<file path="src/rtl/dmem_access_ctrl_pkg.sv">
// Shared encodings for the data-memory access controller: funct3 access codes,
// FSM state encoding and small decode helpers used by the top and load_extend.
package dmem_access_ctrl_pkg;

  localparam logic [2:0] F3_B  = 3'b000;
  localparam logic [2:0] F3_H  = 3'b001;
  localparam logic [2:0] F3_W  = 3'b010;
  localparam logic [2:0] F3_BU = 3'b100;
  localparam logic [2:0] F3_HU = 3'b101;

  typedef enum logic [1:0] {
    ST_IDLE     = 2'd0,
    ST_REQ      = 2'd1,
    ST_WAIT_RSP = 2'd2,
    ST_DONE     = 2'd3
  } state_t;

  // Legal encoding and natural alignment for the requested access size.
  function automatic logic access_aligned(input logic [2:0] f3, input logic [1:0] lo);
    case (f3)
      F3_B, F3_BU: return 1'b1;
      F3_H, F3_HU: return ~lo[0];
      F3_W:        return lo == 2'b00;
      default:     return 1'b0;
    endcase
  endfunction

  function automatic logic [3:0] store_strb(input logic [2:0] f3, input logic [1:0] lo);
    case (f3[1:0])
      2'b00:   return 4'b0001 << lo;
      2'b01:   return lo[1] ? 4'b1100 : 4'b0011;
      default: return 4'b1111;
    endcase
  endfunction

endpackage

</file>
<file path="src/rtl/dmem_access_ctrl_load_extend.sv">
// Picks the addressed byte/halfword out of a read word and sign- or zero-extends
// it according to the load's funct3. Purely combinational.
module dmem_access_ctrl_load_extend
  import dmem_access_ctrl_pkg::*;
#(
  parameter int DATA_WIDTH = 32
) (
  input  logic [DATA_WIDTH-1:0] i_rdata,
  input  logic [2:0]            i_funct3,
  input  logic [1:0]            i_addr_lo,
  output logic [DATA_WIDTH-1:0] o_data
);

  logic [7:0]  w_byte;
  logic [15:0] w_half;

  assign w_byte = i_rdata[{i_addr_lo, 3'b000} +: 8];
  assign w_half = i_rdata[{i_addr_lo[1], 4'b0000} +: 16];

  always_comb begin
    o_data = i_rdata;
    case (i_funct3)
      F3_B:    o_data = {{(DATA_WIDTH-8){w_byte[7]}}, w_byte};
      F3_BU:   o_data = {{(DATA_WIDTH-8){1'b0}}, w_byte};
      F3_H:    o_data = {{(DATA_WIDTH-16){w_half[15]}}, w_half};
      F3_HU:   o_data = {{(DATA_WIDTH-16){1'b0}}, w_half};
      default: o_data = i_rdata;
    endcase
  end

endmodule

</file>
<file path="src/rtl/dmem_access_ctrl.sv">
// MEM-stage data memory access controller: turns a load/store from EX/MEM into a
// valid/ready bus request, stalls the pipeline until it completes, flags bad accesses.
module dmem_access_ctrl
  import dmem_access_ctrl_pkg::*;
#(
  parameter int DATA_WIDTH      = 32,
  parameter int DATA_ADDR_WIDTH = 32
) (
  input  logic                       clk,
  input  logic                       rst_n,
  input  logic                       mem_read_EX_MEM_o,
  input  logic                       mem_write_EX_MEM_o,
  input  logic [DATA_ADDR_WIDTH-1:0] alu_res_EX_MEM_o,
  input  logic [DATA_WIDTH-1:0]      write_data_EX_MEM_o,
  input  logic [2:0]                 funct3_EX_MEM_o,
  output logic                       dmem_req_valid,
  output logic                       dmem_we,
  input  logic                       dmem_req_ready,
  output logic [DATA_ADDR_WIDTH-1:0] dmem_addr,
  output logic [DATA_WIDTH-1:0]      dmem_wdata,
  output logic [3:0]                 dmem_wstrb,
  input  logic                       dmem_rsp_valid,
  input  logic [DATA_WIDTH-1:0]      dmem_rdata,
  output logic [DATA_WIDTH-1:0]      read_data_MEM,
  output logic                       mem_stall_MEM,
  output logic                       misaligned_MEM
);

  state_t                       r_state;
  logic                         r_req_valid;
  logic                         r_we;
  logic [DATA_ADDR_WIDTH-1:0]   r_addr;
  logic [DATA_WIDTH-1:0]        r_wdata;
  logic [3:0]                   r_wstrb;
  logic [2:0]                   r_funct3;
  logic [1:0]                   r_addr_lo;
  logic [DATA_WIDTH-1:0]        r_read_data;

  logic                         w_any;
  logic                         w_legal;
  logic                         w_idle;
  logic                         w_start;
  logic                         w_stall;
  logic [DATA_WIDTH-1:0]        w_st_wdata;
  logic [DATA_WIDTH-1:0]        w_load_data;

  assign w_any   = mem_read_EX_MEM_o | mem_write_EX_MEM_o;
  assign w_legal = w_any & ~(mem_read_EX_MEM_o & mem_write_EX_MEM_o)
                 & access_aligned(funct3_EX_MEM_o, alu_res_EX_MEM_o[1:0]);
  assign w_idle  = (r_state == ST_IDLE);
  assign w_start = w_idle & w_legal;

  always_comb begin
    w_st_wdata = write_data_EX_MEM_o;
    case (funct3_EX_MEM_o[1:0])
      2'b00:   w_st_wdata = {(DATA_WIDTH/8){write_data_EX_MEM_o[7:0]}};
      2'b01:   w_st_wdata = {(DATA_WIDTH/16){write_data_EX_MEM_o[15:0]}};
      default: w_st_wdata = write_data_EX_MEM_o;
    endcase
  end

  dmem_access_ctrl_load_extend #(
    .DATA_WIDTH(DATA_WIDTH)
  ) u_load_extend (
    .i_rdata   (dmem_rdata),
    .i_funct3  (r_funct3),
    .i_addr_lo (r_addr_lo),
    .o_data    (w_load_data)
  );

  always_comb begin
    w_stall = 1'b0;
    case (r_state)
      ST_IDLE:              w_stall = w_start;
      ST_REQ, ST_WAIT_RSP:  w_stall = 1'b1;
      default:              w_stall = 1'b0;
    endcase
  end

  // The IDLE-cycle flags depend on live inputs, so they are masked while in reset.
  assign mem_stall_MEM  = rst_n & w_stall;
  assign misaligned_MEM = rst_n & w_idle & w_any & ~w_legal;

  always_ff @(posedge clk or negedge rst_n) begin
    if (!rst_n) begin
      r_state     <= ST_IDLE;
      r_req_valid <= 1'b0;
      r_we        <= 1'b0;
      r_addr      <= '0;
      r_wdata     <= '0;
      r_wstrb     <= 4'b0000;
      r_funct3    <= 3'b000;
      r_addr_lo   <= 2'b00;
      r_read_data <= '0;
    end else begin
      case (r_state)
        ST_IDLE: begin
          if (w_start) begin
            r_state     <= ST_REQ;
            r_req_valid <= 1'b1;
            r_we        <= mem_write_EX_MEM_o;
            r_addr      <= {alu_res_EX_MEM_o[DATA_ADDR_WIDTH-1:2], 2'b00};
            r_wdata     <= mem_write_EX_MEM_o ? w_st_wdata : '0;
            r_wstrb     <= mem_write_EX_MEM_o ?
                           store_strb(funct3_EX_MEM_o, alu_res_EX_MEM_o[1:0]) : 4'b0000;
            r_funct3    <= funct3_EX_MEM_o;
            r_addr_lo   <= alu_res_EX_MEM_o[1:0];
          end
        end
        ST_REQ: begin
          // Bus outputs return to zero once the request is accepted.
          if (dmem_req_ready) begin
            r_state     <= r_we ? ST_DONE : ST_WAIT_RSP;
            r_req_valid <= 1'b0;
            r_we        <= 1'b0;
            r_addr      <= '0;
            r_wdata     <= '0;
            r_wstrb     <= 4'b0000;
          end
        end
        ST_WAIT_RSP: begin
          if (dmem_rsp_valid) begin
            r_read_data <= w_load_data;
            r_state     <= ST_DONE;
          end
        end
        default: r_state <= ST_IDLE;
      endcase
    end
  end

  assign dmem_req_valid = r_req_valid;
  assign dmem_we        = r_we;
  assign dmem_addr      = r_addr;
  assign dmem_wdata     = r_wdata;
  assign dmem_wstrb     = r_wstrb;
  assign read_data_MEM  = r_read_data;

endmodule

</file>
<file path="config.mk">
export PLATFORM = sky130hd
export DESIGN_NAME = dmem_access_ctrl
export DESIGN_NICKNAME = d
export VERILOG_FILES = /design/src/rtl/dmem_access_ctrl_pkg.sv /design/src/rtl/dmem_access_ctrl_load_extend.sv /design/src/rtl/dmem_access_ctrl.sv
export SDC_FILE = /design/constraint.sdc
export NUM_CORES = 1
export LEC_CHECK = 0
export BUFFER_PORTS_ARGS = -buffer_cell sky130_fd_sc_hd__clkbuf_2
export CORE_ASPECT_RATIO = 0.9
export CORE_MARGIN = 4
export CORE_UTILIZATION = 35
export DETAILED_ROUTE_END_ITERATION = 10
export PLACE_DENSITY = 0.73
export SLEW_MARGIN = 20
export SYNTH_ARGS = -nofsm -noshare
export SYNTH_HDL_FRONTEND = slang
export SYNTH_HIERARCHICAL = 1
export SYNTH_SLANG_ARGS = --single-unit
</file>
<file path="constraint.sdc">
create_clock -name clk -period 2.6 [get_ports clk]
set_input_delay 0.13 -clock clk [delete_from_list [all_inputs] [get_ports clk]]
set_output_delay 0.13 -clock clk [all_outputs]
set_load 0.05 [all_outputs]
</file>
### Word-level counts from Yosys, hierarchy flattened

Index checks and enable logic that the tools add are counted.

* bits in latches: 0
* RAM bits: 0
* memory bits (read-only): 0
* logic and storage cells: 76
* memories kept: 0
* output and inout port bits: 104
* flip-flop bits (word level): 109

* eq/ne operators: 13
* shift operators: 3
* bitwise operators: 12
* reduce and logical (&&, ||, !) cells: 13
* order comparisons: 0
* div/mod/pow operators: 0
* multipliers: 0
* add/subtract/negate cells: 0
* multiplexer cells: 26

Operators with widths (number)
* $pmux 32 s2: 3
* $mux 32: 4
* $pmux 32 s4: 1
* $shiftx 32x6->16: 1
* $shiftx 32x6->8: 1
* $mux 4: 4
* $pmux 4 s2: 2
* $eq 3x3->1 const B: 4
* $and 1x1->1: 8
* $eq 3x1->1 const B: 2
* $logic_not 2->1: 3
* $logic_not 3->1: 2
* $mux 2: 3
* $pmux 1 s2: 3
* $pmux 2 s3: 1
* $reduce_and 3->1: 2
* $reduce_or 2->1: 3
* $eq 2x1->1 const B: 2
* $mux 1: 4
* $ne 2x2->1 const B: 2
* $reduce_and 2->1: 2
* $shl 1x2->4 const A: 1
* $eq 3x2->1 const B: 1
* $not 1->1: 3
* 5 further kinds: 5

### Logic depth before layout (Yosys ltp)

* depth in word-level cells: 7
* mapped depth: 9
* depth with buffers taken out: 5

### Cells and area by module

The synthesis kept the hierarchy.

Modules (own cells, without submodules)
* dmem_access_ctrl: sequential area each 2677.6 um2, cells an instance 325, times used 1, area an instance 4575.6 um2
* dmem_access_ctrl_load_extend: sequential area each 0.0 um2, cells an instance 109, times used 1, area an instance 628.1 um2

### Worst setup path before layout

No wires, ideal clock.

* kind: input to output
* start point: input mem_write_EX_MEM_o
* end point: output mem_stall_MEM
* arrival: 2.100 ns
* data required time: 2.470 ns
* slack: 0.370 ns
* stages on the path: 6
* path buffers: 2
* path through: clkbuf_1 clkbuf_1 inv_1 ha_1 o211ai_1 a21oi_1

* cells in the longest elaborated chain, start to end: 7
* elaborated cells between the ends (all ways): 8
* those cells by class: mux: 1; bitwise: 7

RTL lines
* from (decl): line dmem_access_ctrl.sv:12 `input logic mem_write_EX_MEM_o,`
* $and 1x1->1: line dmem_access_ctrl.sv:48 `assign w_legal = w_any & ~(mem_read_EX_MEM_o & mem_write_EX_MEM_o)`
* $not 1->1: line dmem_access_ctrl.sv:48
* $and 1x1->1 (*): line dmem_access_ctrl.sv:48
* $and 1x1->1 (*): line dmem_access_ctrl.sv:49 `& access_aligned(funct3_EX_MEM_o, alu_res_EX_MEM_o[1:0]);`
* $and 1x1->1 (*): line dmem_access_ctrl.sv:51 `assign w_start = w_idle & w_legal;`
* $pmux 1 s2 (*): line dmem_access_ctrl.sv:73 `case (r_state)`
* $and 1x1->1 (*): line dmem_access_ctrl.sv:81 `assign mem_stall_MEM = rst_n & w_stall;`
* to (decl): line dmem_access_ctrl.sv:25 `output logic mem_stall_MEM,`

Mark *: on every way between the ends. The rest lies on a longest branch, timed or not.

### Worst setup path in the final report

* start point: register r_state[0]
* end point: output mem_stall_MEM

* cells in the longest elaborated chain, start to end: 4
* elaborated cells between the ends (all ways): 7
* those cells by class: eq/ne: 2; mux: 1; bitwise: 2; reduce/logical: 2

RTL lines
* from (decl): line dmem_access_ctrl.sv:29 `state_t r_state;`
* from (signal assigned): line dmem_access_ctrl.sv:113 `r_state <= r_we ? ST_DONE : ST_WAIT_RSP;`
* $eq 2x2->1, or another cell as far along: line dmem_access_ctrl.sv:73
* $reduce_or 2->1 or $and 1x1->1 (tied branches): line dmem_access_ctrl.sv:73, dmem_access_ctrl.sv:51
* $pmux 1 s2 (*): line dmem_access_ctrl.sv:73
* $and 1x1->1 (*): line dmem_access_ctrl.sv:81

Marked as above.

==> impl_results.html <==
<table>
<tr><th>Metric</th><th>Value</th></tr>
<tr><th colspan="2">Yosys</th></tr>
<tr><td>Total of warnings raised by yosys</td><td>6</td></tr>
<tr><td>Yosys reg bits</td><td>107</td></tr>
<tr><td>Post-synth cell types</td><td>between 40 and 50</td></tr>
<tr><td>Seq/Total Area, Yosys</td><td>around 50%</td></tr>
<tr><td>Largest area contributor in the netlist</td><td>dfrtp_1</td></tr>
<tr><td>Area contributors post-synth</td><td>dfrtp_1, mux2_2, a32o_1</td></tr>
<tr><td>Number of cells produced by synthesis</td><td>434</td></tr>
<tr><td>Top flip-flop cell by instance count after synthesis</td><td>dfrtp_1</td></tr>
<tr><td>Post-synthesis instance area</td><td>about 5200 µm²</td></tr>
<tr><td>Number of flops mapped to enable cells by yosys</td><td>0</td></tr>
<tr><td>Async SR Flop Fraction</td><td>100%</td></tr>
<tr><td>Synthesized area divided by synthesized cell count</td><td>12.0 µm²</td></tr>
<tr><td>Fraction of synthesized cell area taken by the top area cell type</td><td>roughly 51%</td></tr>
<tr><th colspan="2">Global route</th></tr>
<tr><td>GRT Util Overall</td><td>between 10% and 20%</td></tr>
<tr><td>Overflow left after global routing</td><td>0</td></tr>
<tr><td>Vias in the first global route</td><td>about 4700</td></tr>
<tr><td>Antenna violations before repair</td><td>1</td></tr>
<tr><td>Pin count of the biggest net entering global routing</td><td>69</td></tr>
<tr><td>Wire length of the first global-routing pass</td><td>24.4 mm</td></tr>
<tr><th colspan="2">STA</th></tr>
<tr><td>Setup repair after global routing missed its margin</td><td>no</td></tr>
<tr><td>Number of max-slew violations in the final report</td><td>0</td></tr>
<tr><td>Worst-case headroom to the max-slew limit</td><td>about 51%</td></tr>
<tr><td>Least-Margin Pin Slew</td><td>~0.73 ns</td></tr>
<tr><td>Total negative slack</td><td>0 ns</td></tr>
<tr><td>Final hold viol count</td><td>0</td></tr>
<tr><td>Highest Clock Rate</td><td>around 0.46 GHz</td></tr>
<tr><td>Clock period minus worst slack</td><td>approximately 2.2 ns</td></tr>
<tr><td>Final Cycle Share</td><td>between 80 and 90%</td></tr>
<tr><td>Number of setup violations in the final report</td><td>0</td></tr>
<tr><td>Clk_skew</td><td>around 0.015 ns</td></tr>
<tr><th colspan="2">Placed design</th></tr>
<tr><td>Post-DP HPWL</td><td>around 11 mm</td></tr>
<tr><td>Placer's final routability congestion estimate</td><td>between 0.8 and 0.9</td></tr>
<tr><td># port buffers</td><td>a little over 200</td></tr>
<tr><td>Cell Count Post-Placement</td><td>a little over 800</td></tr>
<tr><th colspan="2">Power and ir drop</th></tr>
<tr><td>Max IR drop VDD</td><td>just over 0.8 mV</td></tr>
<tr><td>Leak pwr</td><td>around 3.6 nW</td></tr>
<tr><td>Power Dens Cells</td><td>roughly 1400 nW/µm²</td></tr>
<tr><th colspan="2">Setup path</th></tr>
<tr><td>CP Data Required Time</td><td>2.47 ns</td></tr>
<tr><td>Data arrival time of the critical path</td><td>2.06 ns</td></tr>
<tr><td>Crit Path Class</td><td>register to output port</td></tr>
<tr><td>Worst r2r path cells</td><td>6</td></tr>
<tr><td>Setup crit start</td><td>r_state[0]</td></tr>
<tr><td>Worst setup path end</td><td>mem_stall_MEM</td></tr>
<tr><td>Critical-path maximum fanout</td><td>8</td></tr>
<tr><td>Reg-to-reg startpoint</td><td>r_state[1]</td></tr>
<tr><td>FF-to-FF End</td><td>dmem_addr[30]</td></tr>
<tr><td>Reg-to-reg setup timing slack</td><td>around 0.47 ns</td></tr>
<tr><td>Nature of the critical path startpoint</td><td>register</td></tr>
<tr><td>Sort of element at the end of the critical path</td><td>output port</td></tr>
<tr><th colspan="2">Drt</th></tr>
<tr><td>Highest signal layer in the routed design</td><td>met5</td></tr>
<tr><td>Count of nets left with antenna violations after detail routing</td><td>0</td></tr>
<tr><td>Wire length per cell</td><td>roughly 18 µm</td></tr>
<tr><td>DR WL met3</td><td>1.60 mm</td></tr>
<tr><td>Per-cell via count in the routed design</td><td>~5.4</td></tr>
<tr><td>Vias post-DR</td><td>roughly 4600</td></tr>
<tr><td>M1 WL</td><td>around 6.0 mm</td></tr>
<tr><td>Remaining design rule violation count</td><td>0</td></tr>
<tr><td>Total length of routed met2 wires</td><td>between 7 and 8 mm</td></tr>
<tr><td>Routed Wire Length</td><td>approximately 16 mm</td></tr>
<tr><td>Iteration-0 DRC count of the detailed router</td><td>around 260</td></tr>
<tr><td>Detailed Routing Iterations Pass 1</td><td>5</td></tr>
<tr><th colspan="2">Clocking</th></tr>
<tr><td>Clk pin slew, worst setup/hold paths</td><td>0.07 ns</td></tr>
<tr><td>CTS tree</td><td>built</td></tr>
<tr><td>Cell at the root of the clock tree</td><td>clkbuf_16</td></tr>
<tr><td>H-tree depth</td><td>3</td></tr>
<tr><td>Clock net sink count</td><td>roughly 110</td></tr>
<tr><td>Number of buffers on the longest clock path</td><td>2</td></tr>
<tr><td>Number of buffers inserted during clock tree synthesis</td><td>9</td></tr>
<tr><td>Setup Buffers After CTS</td><td>0</td></tr>
<tr><td>Insertion delay to the later sink of the worst-skew pair</td><td>0.35 ns</td></tr>
<tr><td>Post_cts resized</td><td>0</td></tr>
<tr><th colspan="2">Floorplanning</th></tr>
<tr><td>Std-Cell Core Area</td><td>between 10000 and 15000 µm²</td></tr>
<tr><td>Total die area</td><td>between 15000 and 20000 µm²</td></tr>
<tr><td>Initial cell density of the core</td><td>between 30% and 40%</td></tr>
<tr><td>Die Span X</td><td>~140 µm</td></tr>
<tr><td>Number of rows created at floorplan</td><td>approximately 40</td></tr>
<tr><td>Boundary Pins</td><td>209</td></tr>
<tr><td>Die H</td><td>approximately 120 µm</td></tr>
<tr><th colspan="2">Final layout</th></tr>
<tr><td>Total Nets Final</td><td>767</td></tr>
<tr><td>Area delta synth-&gt;final</td><td>33.4%</td></tr>
<tr><td>Layout cell share with drive strength beyond 1</td><td>~46%</td></tr>
<tr><td>Diodes inserted</td><td>0</td></tr>
<tr><td>Count of non-filler cells in the finished layout</td><td>854</td></tr>
<tr><th colspan="2">Run</th></tr>
<tr><td>Max cap viols</td><td>0</td></tr>
<tr><th colspan="2">Hold path</th></tr>
<tr><td>Worst Hold Class</td><td>input pin to register</td></tr>
<tr><th colspan="2">Status</th></tr>
<tr><td>Outcome</td><td>completed</td></tr>
</table>
## kinds of logic (layout without fill, tap and decap cells)
family / after synthesis / in the layout / synth area share, %
AOI/OAI and AO/OA: 119 / 119 / 19.3
adders and majority gates: 5 / 5 / 1.20
buffers and inverters: 44 / 270 / 4.57
DFF: 107 / 107 / 51.5
muxes: 72 / 72 / 15.5
other: 1 / 2 / 0.0721
and+or+nand+nor: 86 / 86 / 7.91
## metrics by stage
stage	cell area (µm²)	utilization, %	hold WS, ns	power (mW)	setup slack, ns
3_3_place_gp	6400	44.7	0.324	8.24	0.527
6_report	6940	48.5	0.0211	9.70	0.407
4_1_cts	6940	48.5	0.00336	9.77	0.373
5_1_grt	6940	48.5	0.00556	10.2	0.269
3_5_place_dp	6400	44.7	0.339	8.39	0.499
2_1_floorplan	5210	-	-0.166	7.04	0.370
## cell usage in the layout (no fill, tap or decap), types with 3 or more instances in the layout
cell type      instances
nor2b_1                6
mux2i_1               12
o211ai_1               4
o21bai_1               3
nor2_1                 7
o32ai_1                3
a32o_1                36
a22oi_1                8
dlygate4sd3_1         26
dfrtp_1              107
clkbuf_16              9
inv_1                  8
nand2b_1               6
clkbuf_2             205
mux2_2                59
a21o_1                 3
buf_4                 15
nand3_1                3
a22o_1                31
ha_1                   5
nand2_1               53
o21ai_0               17
a21oi_1                8
## report_power, final
part	internal, mW	switching, mW	total [mW]	leakage, nW
combinational	1.59	3.93	5.52	2.02
clock	0.686	0.619	1.30	0.137
sequential	2.38	0.502	2.88	1.40
total	4.65	5.05	9.70	3.56
## metal layers
metal / global-route usage (%) / vias to the layer above
met4: 5.98 / 2
li1: - / 2064
met2: 31.3 / 240
met1: 22.2 / 2248
met5: 0 / -
met3: 5.86 / 23
## worst min path at each step
stage / startpoint / to / slack [ns] / cells after the start
3_5_place_dp: rst_n / dmem_we / 0.34 / 2
5_1_grt: alu_res_EX_MEM_o[30] / dmem_addr[30] / 0.006 / 2
2_1_floorplan: rst_n / dmem_addr[10] / -0.17 / 0
4_1_cts: alu_res_EX_MEM_o[30] / dmem_addr[30] / 0.003 / 2
3_3_place_gp: rst_n / dmem_we / 0.32 / 2
6_report: alu_res_EX_MEM_o[30] / dmem_addr[30] / 0.02 / 2
## cell usage after synthesis (6+ instances only)
cell type / count
buf_2: 10
a22oi_1: 8
a22o_1: 31
mux2i_1: 12
mux2_2: 59
inv_1: 8
buf_6: 7
nor2_1: 7
clkbuf_1: 14
o21ai_0: 17
nand2_1: 53
a21oi_1: 8
a32o_1: 36
nor2b_1: 6
dfrtp_1: 107
nand2b_1: 6
## worst max-delay path: stages, from the launching register on
cell and delay, ns:
dfrtp_1 0.41, inv_1 0.11, ha_1 0.34, o211ai_1 0.32
a21oi_1 0.24, clkbuf_2 0.30
## sequential cells by signal, summed over array words and instances (netlist names)
name / flops
dmem_addr: 30
dmem_req_valid: 1
dmem_wdata: 32
dmem_we: 1
dmem_wstrb: 4
r_addr_lo: 2
r_funct3: 3
r_state: 2
read_data_MEM: 32
## repair_timing
item | 4_1_cts | 5_1_grt
hold endpoints to repair | 132 | 0
hold buffers | 26 | 0
endpoints found under the setup margin | 0 | 0
## final cells by class
type                    instances  area, µm²
well taps                     193        241
inverters                       8       30.0
fillers                      1288       7370
repair buffers                247       1420
clock inverters                 5       45.0
multi-input cells             284       2290
flip-flops and latches        107       2680
clock buffers                  10        239
Note: power is estimated with default switching activity, not from simulation.
